--- config.mk ---
export PLATFORM = sky130hd
export DESIGN_NAME = uart_rx_param_flat
export DESIGN_NICKNAME = d
export VERILOG_FILES = /design/src/rtl/uart_pkg.sv /design/src/rtl/uart_rx_param_if.sv /design/src/rtl/uart_baud_tick.sv /design/src/rtl/uart_rx_param.sv /design/src/flat_wrapper.sv
export SDC_FILE = /design/constraint.sdc
export NUM_CORES = 1
export LEC_CHECK = 0
export BUFFER_PORTS_ARGS = -buffer_cell sky130_fd_sc_hd__clkbuf_2
export CAP_MARGIN = 0
export CORE_UTILIZATION = 53
export DETAILED_ROUTE_END_ITERATION = 10
export PLACE_DENSITY_LB_ADDON = 0.25
export SLEW_MARGIN = 15
export SYNTH_ARGS = -nofsm -noshare
export SYNTH_HDL_FRONTEND = slang
export SYNTH_SLANG_ARGS = --single-unit
--- constraint.sdc ---
create_clock -name clk -period 2 [get_ports clk]
set_clock_uncertainty 0.1 [all_clocks]
set_input_delay 0.1 -clock clk [delete_from_list [all_inputs] [get_ports clk]]
set_output_delay 0.1 -clock clk [all_outputs]
set_load 0.02 [all_outputs]
--- src/rtl/uart_pkg.sv ---
// Shared UART definitions: FSM states, parity modes, divider helper.
// Used by the parametrised receiver and the matching transmitter.
package uart_pkg;

    typedef enum logic [2:0] {
        IDLE,
        START,
        DATA,
        PARITY,
        STOP
    } state_e;

    localparam int PAR_NONE = 0;
    localparam int PAR_ODD  = 1;
    localparam int PAR_EVEN = 2;

    // Rounded clocks per oversampling tick.
    function automatic int calc_div(input int clk_freq, input int baud,
                                    input int os);
        int den;
        den = baud * os;
        return (clk_freq + den / 2) / den;
    endfunction

endpackage

--- src/rtl/uart_rx_param_if.sv ---
// Receive-side valid/ready bundle: word, error flags and handshake.
// The receiver drives it as master, the consumer as slave.
interface uart_rx_param_if #(
    parameter int DATA_BITS = 8
);
    logic [DATA_BITS-1:0] rx_data;
    logic                 rx_valid;
    logic                 rx_ready;
    logic                 parity_err;
    logic                 frame_err;
    logic                 break_det;
    logic                 overrun;

    modport master (
        output rx_data, rx_valid, parity_err, frame_err,
        output break_det, overrun,
        input  rx_ready
    );

    modport slave (
        input  rx_data, rx_valid, parity_err, frame_err,
        input  break_det, overrun,
        output rx_ready
    );
endinterface

--- src/rtl/uart_baud_tick.sv ---
// Oversampling tick divider: counts 0..DIV-1, pulses tick at DIV-1.
// clr_i restarts the count so ticks align to a detected edge.
module uart_baud_tick #(
    parameter int DIV = 10
) (
    input  logic clk,
    input  logic rst_n,
    input  logic clr_i,
    output logic tick_o
);
    localparam int CW = $clog2(DIV);

    logic [CW-1:0] cnt_q;
    logic          at_end;

    assign at_end = (cnt_q == CW'(DIV - 1));
    assign tick_o = at_end && !clr_i;

    // Free-running divider with synchronous restart.
    always_ff @(posedge clk or negedge rst_n) begin
        if (!rst_n) begin
            cnt_q <= '0;
        end else if (clr_i || at_end) begin
            cnt_q <= '0;
        end else begin
            cnt_q <= cnt_q + 1'b1;
        end
    end
endmodule

--- src/rtl/uart_rx_param.sv ---
// Parametrised UART receiver with majority-voted oversampling,
// parity/framing/break/overrun detection and a one-word holding register.
module uart_rx_param
    import uart_pkg::*;
#(
    parameter int CLK_FREQ   = 50000000,
    parameter int BAUD       = 115200,
    parameter int OVERSAMPLE = 16,
    parameter int DATA_BITS  = 8,
    parameter int PARITY     = 0,
    parameter int STOP_BITS  = 1
) (
    input  logic clk,
    input  logic rst_n,
    input  logic rs232_rx,
    output logic busy,
    uart_rx_param_if.master rx_if
);
    localparam int DIV = calc_div(CLK_FREQ, BAUD, OVERSAMPLE);
    localparam int M   = OVERSAMPLE / 2;
    localparam int SW  = $clog2(OVERSAMPLE);
    localparam int BW  = $clog2(DATA_BITS);

    if (DIV < 2) begin : g_div_chk
        $error("uart_rx_param: clock too slow, DIV < 2");
    end
    if (OVERSAMPLE < 8 || (OVERSAMPLE % 2) != 0) begin : g_os_chk
        $error("uart_rx_param: OVERSAMPLE must be even and >= 8");
    end
    if (DATA_BITS < 5 || DATA_BITS > 8) begin : g_db_chk
        $error("uart_rx_param: DATA_BITS must be 5..8");
    end
    if (PARITY > PAR_EVEN || PARITY < PAR_NONE) begin : g_par_chk
        $error("uart_rx_param: PARITY must be 0, 1 or 2");
    end
    if (STOP_BITS < 1 || STOP_BITS > 2) begin : g_stop_chk
        $error("uart_rx_param: STOP_BITS must be 1 or 2");
    end

    logic [1:0]           sync_q;
    logic                 rx_s;
    state_e               state_q;
    logic [SW-1:0]        scnt_q;
    logic [BW-1:0]        bidx_q;
    logic                 sidx_q;
    logic [1:0]           s_q;
    logic [DATA_BITS-1:0] shreg_q;
    logic                 par_bad_q;
    logic                 par_bit_q;
    logic                 ferr_pend_q;
    logic                 stop1_q;
    logic                 armed_q;
    logic [DATA_BITS-1:0] data_q;
    logic                 valid_q;
    logic                 perr_q;
    logic                 ferr_q;
    logic                 brk_q;
    logic                 ovr_q;

    logic tick;
    logic clr;
    logic vote;
    logic mid;
    logic wrap;
    logic last_stop;
    logic stop1;
    logic brk;

    assign rx_s      = sync_q[1];
    assign clr       = (state_q == IDLE) && armed_q && !rx_s;
    assign vote      = (s_q[0] & s_q[1]) | (s_q[0] & rx_s) | (s_q[1] & rx_s);
    assign mid       = tick && (scnt_q == SW'(M + 1));
    assign wrap      = tick && (scnt_q == SW'(OVERSAMPLE - 1));
    assign last_stop = (sidx_q == 1'(STOP_BITS - 1));
    assign stop1     = (sidx_q == 1'b0) ? vote : stop1_q;
    assign brk       = (shreg_q == '0) && !par_bit_q && !stop1;
    assign busy      = (state_q != IDLE);

    assign rx_if.rx_data    = data_q;
    assign rx_if.rx_valid   = valid_q;
    assign rx_if.parity_err = perr_q;
    assign rx_if.frame_err  = ferr_q;
    assign rx_if.break_det  = brk_q;
    assign rx_if.overrun    = ovr_q;

    uart_baud_tick #(
        .DIV(DIV)
    ) u_tick (
        .clk   (clk),
        .rst_n (rst_n),
        .clr_i (clr),
        .tick_o(tick)
    );

    // Two-flop synchroniser for the asynchronous line.
    always_ff @(posedge clk or negedge rst_n) begin
        if (!rst_n) begin
            sync_q <= 2'b11;
        end else begin
            sync_q <= {sync_q[0], rs232_rx};
        end
    end

    // Frame FSM, bit sampling and the output holding register.
    always_ff @(posedge clk or negedge rst_n) begin
        if (!rst_n) begin
            state_q     <= IDLE;
            scnt_q      <= '0;
            bidx_q      <= '0;
            sidx_q      <= 1'b0;
            s_q         <= 2'b11;
            shreg_q     <= '0;
            par_bad_q   <= 1'b0;
            par_bit_q   <= 1'b0;
            ferr_pend_q <= 1'b0;
            stop1_q     <= 1'b0;
            armed_q     <= 1'b1;
            data_q      <= '0;
            valid_q     <= 1'b0;
            perr_q      <= 1'b0;
            ferr_q      <= 1'b0;
            brk_q       <= 1'b0;
            ovr_q       <= 1'b0;
        end else begin
            if (tick && scnt_q == SW'(M - 1)) s_q[0] <= rx_s;
            if (tick && scnt_q == SW'(M))     s_q[1] <= rx_s;

            if (state_q != IDLE && tick) begin
                scnt_q <= (scnt_q == SW'(OVERSAMPLE - 1)) ? '0 : scnt_q + 1'b1;
            end

            if (valid_q && rx_if.rx_ready) begin
                valid_q <= 1'b0;
                perr_q  <= 1'b0;
                ferr_q  <= 1'b0;
                brk_q   <= 1'b0;
                ovr_q   <= 1'b0;
            end

            if (!armed_q && tick && rx_s) armed_q <= 1'b1;

            unique case (state_q)
                IDLE: begin
                    if (clr) begin
                        state_q     <= START;
                        scnt_q      <= '0;
                        par_bad_q   <= 1'b0;
                        par_bit_q   <= 1'b0;
                        ferr_pend_q <= 1'b0;
                    end
                end
                START: begin
                    if (mid && vote) begin
                        state_q <= IDLE;
                    end else if (wrap) begin
                        state_q <= DATA;
                        bidx_q  <= '0;
                    end
                end
                DATA: begin
                    if (mid) shreg_q <= {vote, shreg_q[DATA_BITS-1:1]};
                    if (wrap) begin
                        if (bidx_q == BW'(DATA_BITS - 1)) begin
                            state_q <= (PARITY != PAR_NONE) ? uart_pkg::PARITY : STOP;
                            sidx_q  <= 1'b0;
                        end else begin
                            bidx_q <= bidx_q + 1'b1;
                        end
                    end
                end
                uart_pkg::PARITY: begin
                    if (mid) begin
                        par_bit_q <= vote;
                        par_bad_q <= ((^shreg_q) ^ vote) != (PARITY == PAR_ODD);
                    end
                    if (wrap) begin
                        state_q <= STOP;
                        sidx_q  <= 1'b0;
                    end
                end
                STOP: begin
                    if (mid && last_stop) begin
                        // Commit half a bit early so the next start edge is caught.
                        state_q <= IDLE;
                        data_q  <= shreg_q;
                        valid_q <= 1'b1;
                        perr_q  <= par_bad_q;
                        ferr_q  <= ferr_pend_q | !vote;
                        brk_q   <= brk;
                        ovr_q   <= valid_q && !rx_if.rx_ready;
                        armed_q <= !brk;
                    end else begin
                        if (mid) begin
                            ferr_pend_q <= ferr_pend_q | !vote;
                            stop1_q     <= vote;
                        end
                        if (wrap) sidx_q <= 1'b1;
                    end
                end
                default: state_q <= IDLE;
            endcase
        end
    end
endmodule
--- src/flat_wrapper.sv ---
// flat-port wrapper written by rule: the top's interface ports become plain ports
module uart_rx_param_flat import uart_pkg::*;
#(
    parameter int CLK_FREQ   = 50000000,
    parameter int BAUD       = 115200,
    parameter int OVERSAMPLE = 16,
    parameter int DATA_BITS  = 8,
    parameter int PARITY     = 0,
    parameter int STOP_BITS  = 1
)
  (clk, rst_n, rs232_rx, busy, rx_if_rx_data, rx_if_rx_valid, rx_if_parity_err, rx_if_frame_err, rx_if_break_det, rx_if_overrun, rx_if_rx_ready);
  uart_rx_param_if #(.DATA_BITS(DATA_BITS)) rx_if_i ();
  input  logic clk;
  input  logic rst_n;
  input  logic rs232_rx;
  output logic busy;
  output wire logic [$bits(rx_if_i.rx_data)-1:0] rx_if_rx_data;
  output wire logic [$bits(rx_if_i.rx_valid)-1:0] rx_if_rx_valid;
  output wire logic [$bits(rx_if_i.parity_err)-1:0] rx_if_parity_err;
  output wire logic [$bits(rx_if_i.frame_err)-1:0] rx_if_frame_err;
  output wire logic [$bits(rx_if_i.break_det)-1:0] rx_if_break_det;
  output wire logic [$bits(rx_if_i.overrun)-1:0] rx_if_overrun;
  input wire logic [$bits(rx_if_i.rx_ready)-1:0] rx_if_rx_ready;
  assign rx_if_rx_data = rx_if_i.rx_data;
  assign rx_if_rx_valid = rx_if_i.rx_valid;
  assign rx_if_parity_err = rx_if_i.parity_err;
  assign rx_if_frame_err = rx_if_i.frame_err;
  assign rx_if_break_det = rx_if_i.break_det;
  assign rx_if_overrun = rx_if_i.overrun;
  assign rx_if_i.rx_ready = rx_if_rx_ready;
  uart_rx_param #(.CLK_FREQ(CLK_FREQ), .BAUD(BAUD), .OVERSAMPLE(OVERSAMPLE), .DATA_BITS(DATA_BITS), .PARITY(PARITY), .STOP_BITS(STOP_BITS)) u_core (.clk(clk), .rst_n(rst_n), .rs232_rx(rs232_rx), .busy(busy), .rx_if(rx_if_i));
endmodule
# --- After elaboration in Yosys (flattened, before gate mapping) ---
# Index checks and enable logic that the tools add are counted.
# Widths: inputs -> output; s select.
word_totals:
  register_bits: 46
  out_inout_bits: 14
  wordCells: 147
  input_bits: 4
classes:
  n_addsub: 3
  n_eq_ne: 23
  bitwise: 9
  mux: 51
  n_reduce_logical: 41
op_table:
  columns: ["op", "count"]
  rows:
  - ["$mux 3", 11]
  - ["$mux 1", 29]
  - ["$logic_and 1x1->1", 16]
  - ["$mux 4", 4]
  - ["$ne 2x1->1 const B", 8]
  - ["$pmux 3 s5", 1]
  - ["$eq 4x4->1 const B", 3]
  - ["$reduce_and 6->1", 2]
  - ["$logic_not 1->1", 8]
  - ["$logic_not 8->1", 1]
  - ["$ne 2x2->1 const B", 4]
  - ["$reduce_xor 8->1", 1]
  - ["$eq 3x2->1 const B", 2]
  - ["$eq 3x3->1 const B", 2]
  - ["$pmux 1 s2", 3]
  - ["$pmux 3 s2", 1]
  - ["$reduce_and 3->1", 2]
  - ["$reduce_bool 2->1", 3]
  - ["$reduce_bool 3->1", 2]
  - ["$add 5x1->5 const B", 1]
  - ["$eq 5x5->1 const B", 1]
  - ["$mux 5", 1]
  - ["$reduce_and 5->1", 1]
  - ["$add 4x1->4 const B", 1]
  - ["13 further kinds", 19]

# --- Depth between registers and ports, before layout ---
logic_depth:
  depth_word: 10
  mapped_depth: 7
  mapped_depth_nobuf: 6

# --- Cells and area by module ---
# Synthesis repeated with hierarchy kept, for this count alone.
hier_totals:
  cells_unflattened: 207
  area_unflattened_um2: 2185.8
by_module_without_submodules:
  columns: ["mod", "seq_area_each_um2", "cells_per_inst", "area_each_um2", "instances"]
  rows:
  - ["uart_rx_param", 1007.2, 184, 1910.6, 1]
  - ["uart_baud_tick", 125.1, 23, 275.3, 1]

# --- Worst setup path after synthesis ---
# Ideal clock, no wire load.
synth_path:
  path_kind: "register -> register"
  from: "reg u_core.u_tick.cnt_q[0]"
  to: "reg u_core.data_q[5], in the netlist u_core.rx_if.rx_data[5]"
  setup_ns: 0.125
  period_less_slack_ns: 2.013
  path_buffers: 1
  arrival_time_ns: 1.789
  required_ns: 1.775
  path_stages_with_launch: 7
  setup_slack_ns: -0.013
  path_cell_list: "dfrtp_1 inv_1 ha_1 nand4b_4 nor4_4 buf_6 mux2_2"
synth_between:
  elab_chain_cells: 5
synth_rtl:
  columns: ["item", "line_no", "rtl"]
  rows:
  - ["start, declared", "uart_baud_tick.sv:13", "logic [CW-1:0] cnt_q;"]
  - ["start signal, assigned", "uart_baud_tick.sv:26", "cnt_q <= cnt_q + 1'b1;"]
  - ["$eq 5x5->1", "uart_baud_tick.sv:16", "assign at_end = (cnt_q == CW'(DIV - 1));"]
  - ["$logic_and 1x1->1", "uart_baud_tick.sv:17", "assign tick_o = at_end && !clr_i;"]
  - ["$logic_and 1x1->1", "uart_rx_param.sv:72", "assign mid = tick && (scnt_q == SW'(M + 1));"]
  - ["$logic_and 1x1->1", "uart_rx_param.sv:182", "if (mid && last_stop) begin"]
  - ["$reduce_and 2->1 (no line)", null, null]
  - ["end signal, assigned", "uart_rx_param.sv:185", "data_q <= shreg_q;"]
  - ["end, declared", "uart_rx_param.sv:53", "logic [DATA_BITS-1:0] data_q;"]
# Every way passes these cells.
# A chain may end at the register's enable or synchronous reset.

# --- Final worst setup path ---
layout_path:
  from: "reg u_core.scnt_q[1]"
  to: "reg u_core.shreg_q[7]"
layout_between:
  elab_chain_cells: 3
layout_rtl:
  columns: ["item", "line_no", "rtl"]
  rows:
  - ["start, declared", "uart_rx_param.sv:43", "logic [SW-1:0] scnt_q;"]
  - ["start signal, assigned", "uart_rx_param.sv:129", "scnt_q <= (scnt_q == SW'(OVERSAMPLE - 1)) ? '0 : scnt_q + 1'b1;"]
  - ["$eq 4x4->1", "uart_rx_param.sv:72", null]
  - ["$logic_and 1x1->1", "uart_rx_param.sv:72", null]
  - ["$reduce_and 2->1 (no line)", null, null]
  - ["end signal, assigned", "uart_rx_param.sv:161", "if (mid) shreg_q <= {vote, shreg_q[DATA_BITS-1:1]};"]
  - ["end, declared", "uart_rx_param.sv:47", "logic [DATA_BITS-1:0] shreg_q;"]
# Every way passes these cells.

==> run_results.csv <==
group,metric,value,unit
status,status,"finished clean",
place,dp_cells,269,
pwr,combPwrFrac,0.176,
clock_network,cts_sinks,46,
worst_hold_path,hp-class,"in2async",
yosys,synthArstFlopShare,1.00,
detailed_routing,route.detailed.drc,0,
sta,hold_violations,0,
clock_network,cts_buffers,5,
worst_setup_path,r2r_slack,0.07,ns
floorplan,initial_core_util,0.576,
worst_setup_path,critPathRequiredTime,2.12,ns
clock_network,clockBufferDepth,2,
finish,nNetsFinal,251,
yosys,yosysWarnings,0,
grt,antenna_found_initial,0,
pwr,switching_share,0.286,
yosys,synth_seq_area_share,0.529,
yosys,synth_edf_count,0,
pwr,total_power,0.00205,W
place,gp_congestion,0.859,
clock_network,cts.clk_slew.worst_paths,0.09,ns
floorplan,pin_count,18,
yosys,ys_types,42,
sta,rsz0062_at_grt,"true",
yosys,synthDominantCellAreaShare,0.469,
place,io_buffers,17,
finish,drive_above_1_share,0.300,
yosys,yosysTopAreaCell,"dfrtp_1",
grt,grt_max_degree,23,
finish,final_core_util,0.696,
worst_setup_path,reg2reg_depth,7,
worst_setup_path,critPathKind,"reg2reg",
worst_setup_path,crit_fanout,8,
yosys,synthFlopType,"dfrtp_1",
grt,grt_pass1_wl,7.04,mm
grt,grt_pass1_vias,1572,
detailed_routing,post_drt_wl_per_cell,14.8,um
sta,holdWs,0.214,ns
finish,layoutNonFillerInstCount,285,
sta,drv_slew,0,
detailed_routing,firstDrtPassIters,4,
pwr,p_leak,1.25,nW
sta,tightestPinTransition,0.555,ns
floorplan,die_w,66.3,um
floorplan,die-area,0.00439,mm^2
floorplan,die_h,66.3,um
pwr,power_switching,0.000586,W
worst_setup_path,reg2reg_from,"u_core.scnt_q[1]",
yosys,synthTopCellsByCount,"41 x dfrtp_1, 17 x inv_1, 15 x nor2_1",
detailed_routing,wl,4.22,mm
yosys,syn_nets,209,
pwr,intPower,0.00147,W
place,dpl.hpwl,2.95,mm
yosys,synth-seq-cells,46,
worst_setup_path,cp.arrival,2.05,ns
detailed_routing,drt-initial-drc-count,145,
detailed_routing,postRouteAntennaNets,0,
yosys,syn_area,0.00219,mm^2
yosys,syn_inst,194,
worst_setup_path,crit_start,"u_core.scnt_q[1]",
finish,syn_to_final_growth,20.8,%
clock_network,clock_latency,0.30,ns
pwr,ir_drop,435,uV
worst_setup_path,startpoint_type,"register",
finish,antenna_cells,0,
worst_setup_path,setup.worst_path.end_class,"register",
yosys,synth_area_leaders,"dfrtp_1 47%, ha_1 6.3%, dfstp_2 6.0%",
detailed_routing,vias,1571,
yosys,synth_area_per_cell,11.3,um^2
pwr,clockPowerShare,0.290,
finish,fill_cells,262,
yosys,synthMostInstantiatedCell,"dfrtp_1",
pwr,p_seq_frac,0.533,
floorplan,std_cell_rows,22,
clock_network,tritoncts,"built",
sta,finalSetupViolCount,0,
detailed_routing,routed_via_density,5.51,
worst_setup_path,crit_end,"u_core.shreg_q[7]",
flow_run,maxCapViolCount,0,
floorplan,fp.coreArea,0.00380,mm^2
grt,grt-ovfl-total,0,
sta,slew_headroom,0.630,
clock_network,clock-root-buffer,"clkbuf_8",
pwr,pwr_density_cell,776,mW/mm^2
worst_setup_path,rr_endpoint,"u_core.shreg_q[7]",
grt,grt_usage,0.220,
clock_network,htree_num_levels,2,
sta,finalCritPeriodShare,0.965,
sta,fin_tns_setup,0,ns
sta,min_period,1.93,ns
sta,fmax,518,MHz
-- cell families after synthesis --
| group | Yosys count | share of synthesized area |
|---|---|---|
| flops | 46 | 0.529 |
| simple gates | 58 | 0.154 |
| mux | 20 | 0.0972 |
| compound gates | 30 | 0.0852 |
| fa+ha+maj | 11 | 0.0629 |
| xor+xnor | 8 | 0.0320 |
| buf+inv | 21 | 0.0400 |
-- power by group through the flow --
stage	registers, W	logic, W	clock network [W]
2_1_floorplan	0.00109	0.000188	0
3_3_place_gp	0.00109	0.000280	0
3_5_place_dp	0.00110	0.000305	0
4_1_cts	0.00108	0.000333	0.000623
5_1_grt	0.00110	0.000399	0.000651
6_report	0.00109	0.000362	0.000596
-- stage by stage --
| stage | setup WS (ns) | cell area (um^2) |
|---|---|---|
| 3_5_place_dp | -0.0352 | 2440 |
| 6_report | 0.0697 | 2640 |
| 3_3_place_gp | 0.0603 | 2440 |
| 2_1_floorplan | -0.00742 | 2190 |
| 4_1_cts | 0.0311 | 2590 |
| 5_1_grt | -0.0263 | 2640 |
-- cells in the final DEF, fill, tap and decap left out, types with 4 or more instances in the layout --
| master | synthesis | routed |
|---|---|---|
| buf_4 | 0 | 17 |
| nor2_1 | 15 | 15 |
| dfrtp_1 | 41 | 40 |
| xnor2_1 | 5 | 5 |
| o21ai_0 | 6 | 6 |
| clkbuf_8 | 0 | 6 |
| nor3_1 | 4 | 4 |
| clkbuf_2 | 0 | 17 |
| nand2_1 | 13 | 13 |
| a21oi_1 | 10 | 10 |
| nand3_1 | 7 | 7 |
| dfstp_2 | 5 | 5 |
| inv_1 | 17 | 15 |
| ha_1 | 11 | 9 |
| mux2i_1 | 10 | 10 |
| mux2_2 | 10 | 10 |
-- final cells by class --
type	count	area (um^2)	area share
clock buffers	6	82.6	0.0313
clock inverters	2	16.3	0.00616
inverters	17	63.8	0.0241
multi-input cells	127	978	0.370
flip-flops and latches	46	1160	0.438
well taps	48	60.1	0.0227
repair buffers	39	283	0.107
-- repair_timing --
item,CTS,global route
setup buffers,1,4
pin swaps,0,2
gates resized for setup,2,7
endpoints found under the hold margin,19,0
gates cloned,0,0
endpoints found under the setup margin,1,20
hold buffers,3,0
-- routing by layer --
metal  up-vias  GRT usage  share of wire
li1        754          -              -
met1       775      0.275           0.44
met2        35      0.351           0.49
met3         7     0.0586          0.042
met4         0      0.112          0.021
met5         -          0              0
-- critical path, stage by stage, from the launching register on --
cell and delay [ns]:
dfrtp_1 0.42, inv_2 0.09, ha_4 0.12, nand3b_1 0.20, or2_4 0.34, nor3_4 0.23
buf_12 0.16, mux2i_1 0.18
-- registers in the layout, summed over array words and instances (netlist names), 2 cells and up --
signal and flops:
u_core.bidx_q 3, u_core.rx_if.rx_data 8, u_core.s_q 2, u_core.scnt_q 4
u_core.shreg_q 8, u_core.state_q 3, u_core.sync_q 2, u_core.u_tick.cnt_q 5
-- worst min-delay path by stage --
stage / slack [ns] / to / cells after the start / startpoint
detailed placement: 0.01 / u_core.scnt_q[0] / 1 / rst_n
CTS: 0.23 / u_core.rx_if.parity_err / 2 / rst_n
finish: 0.21 / u_core.rx_if.rx_valid / 2 / rst_n
global route: 0.26 / u_core.rx_if.frame_err / 2 / rst_n
floorplan: -0.30 / u_core.bidx_q[0] / 0 / rst_n
global placement: 0.0007 / u_core.scnt_q[3] / 1 / rst_n
No activity file was read; power rests on OpenSTA's default activity.
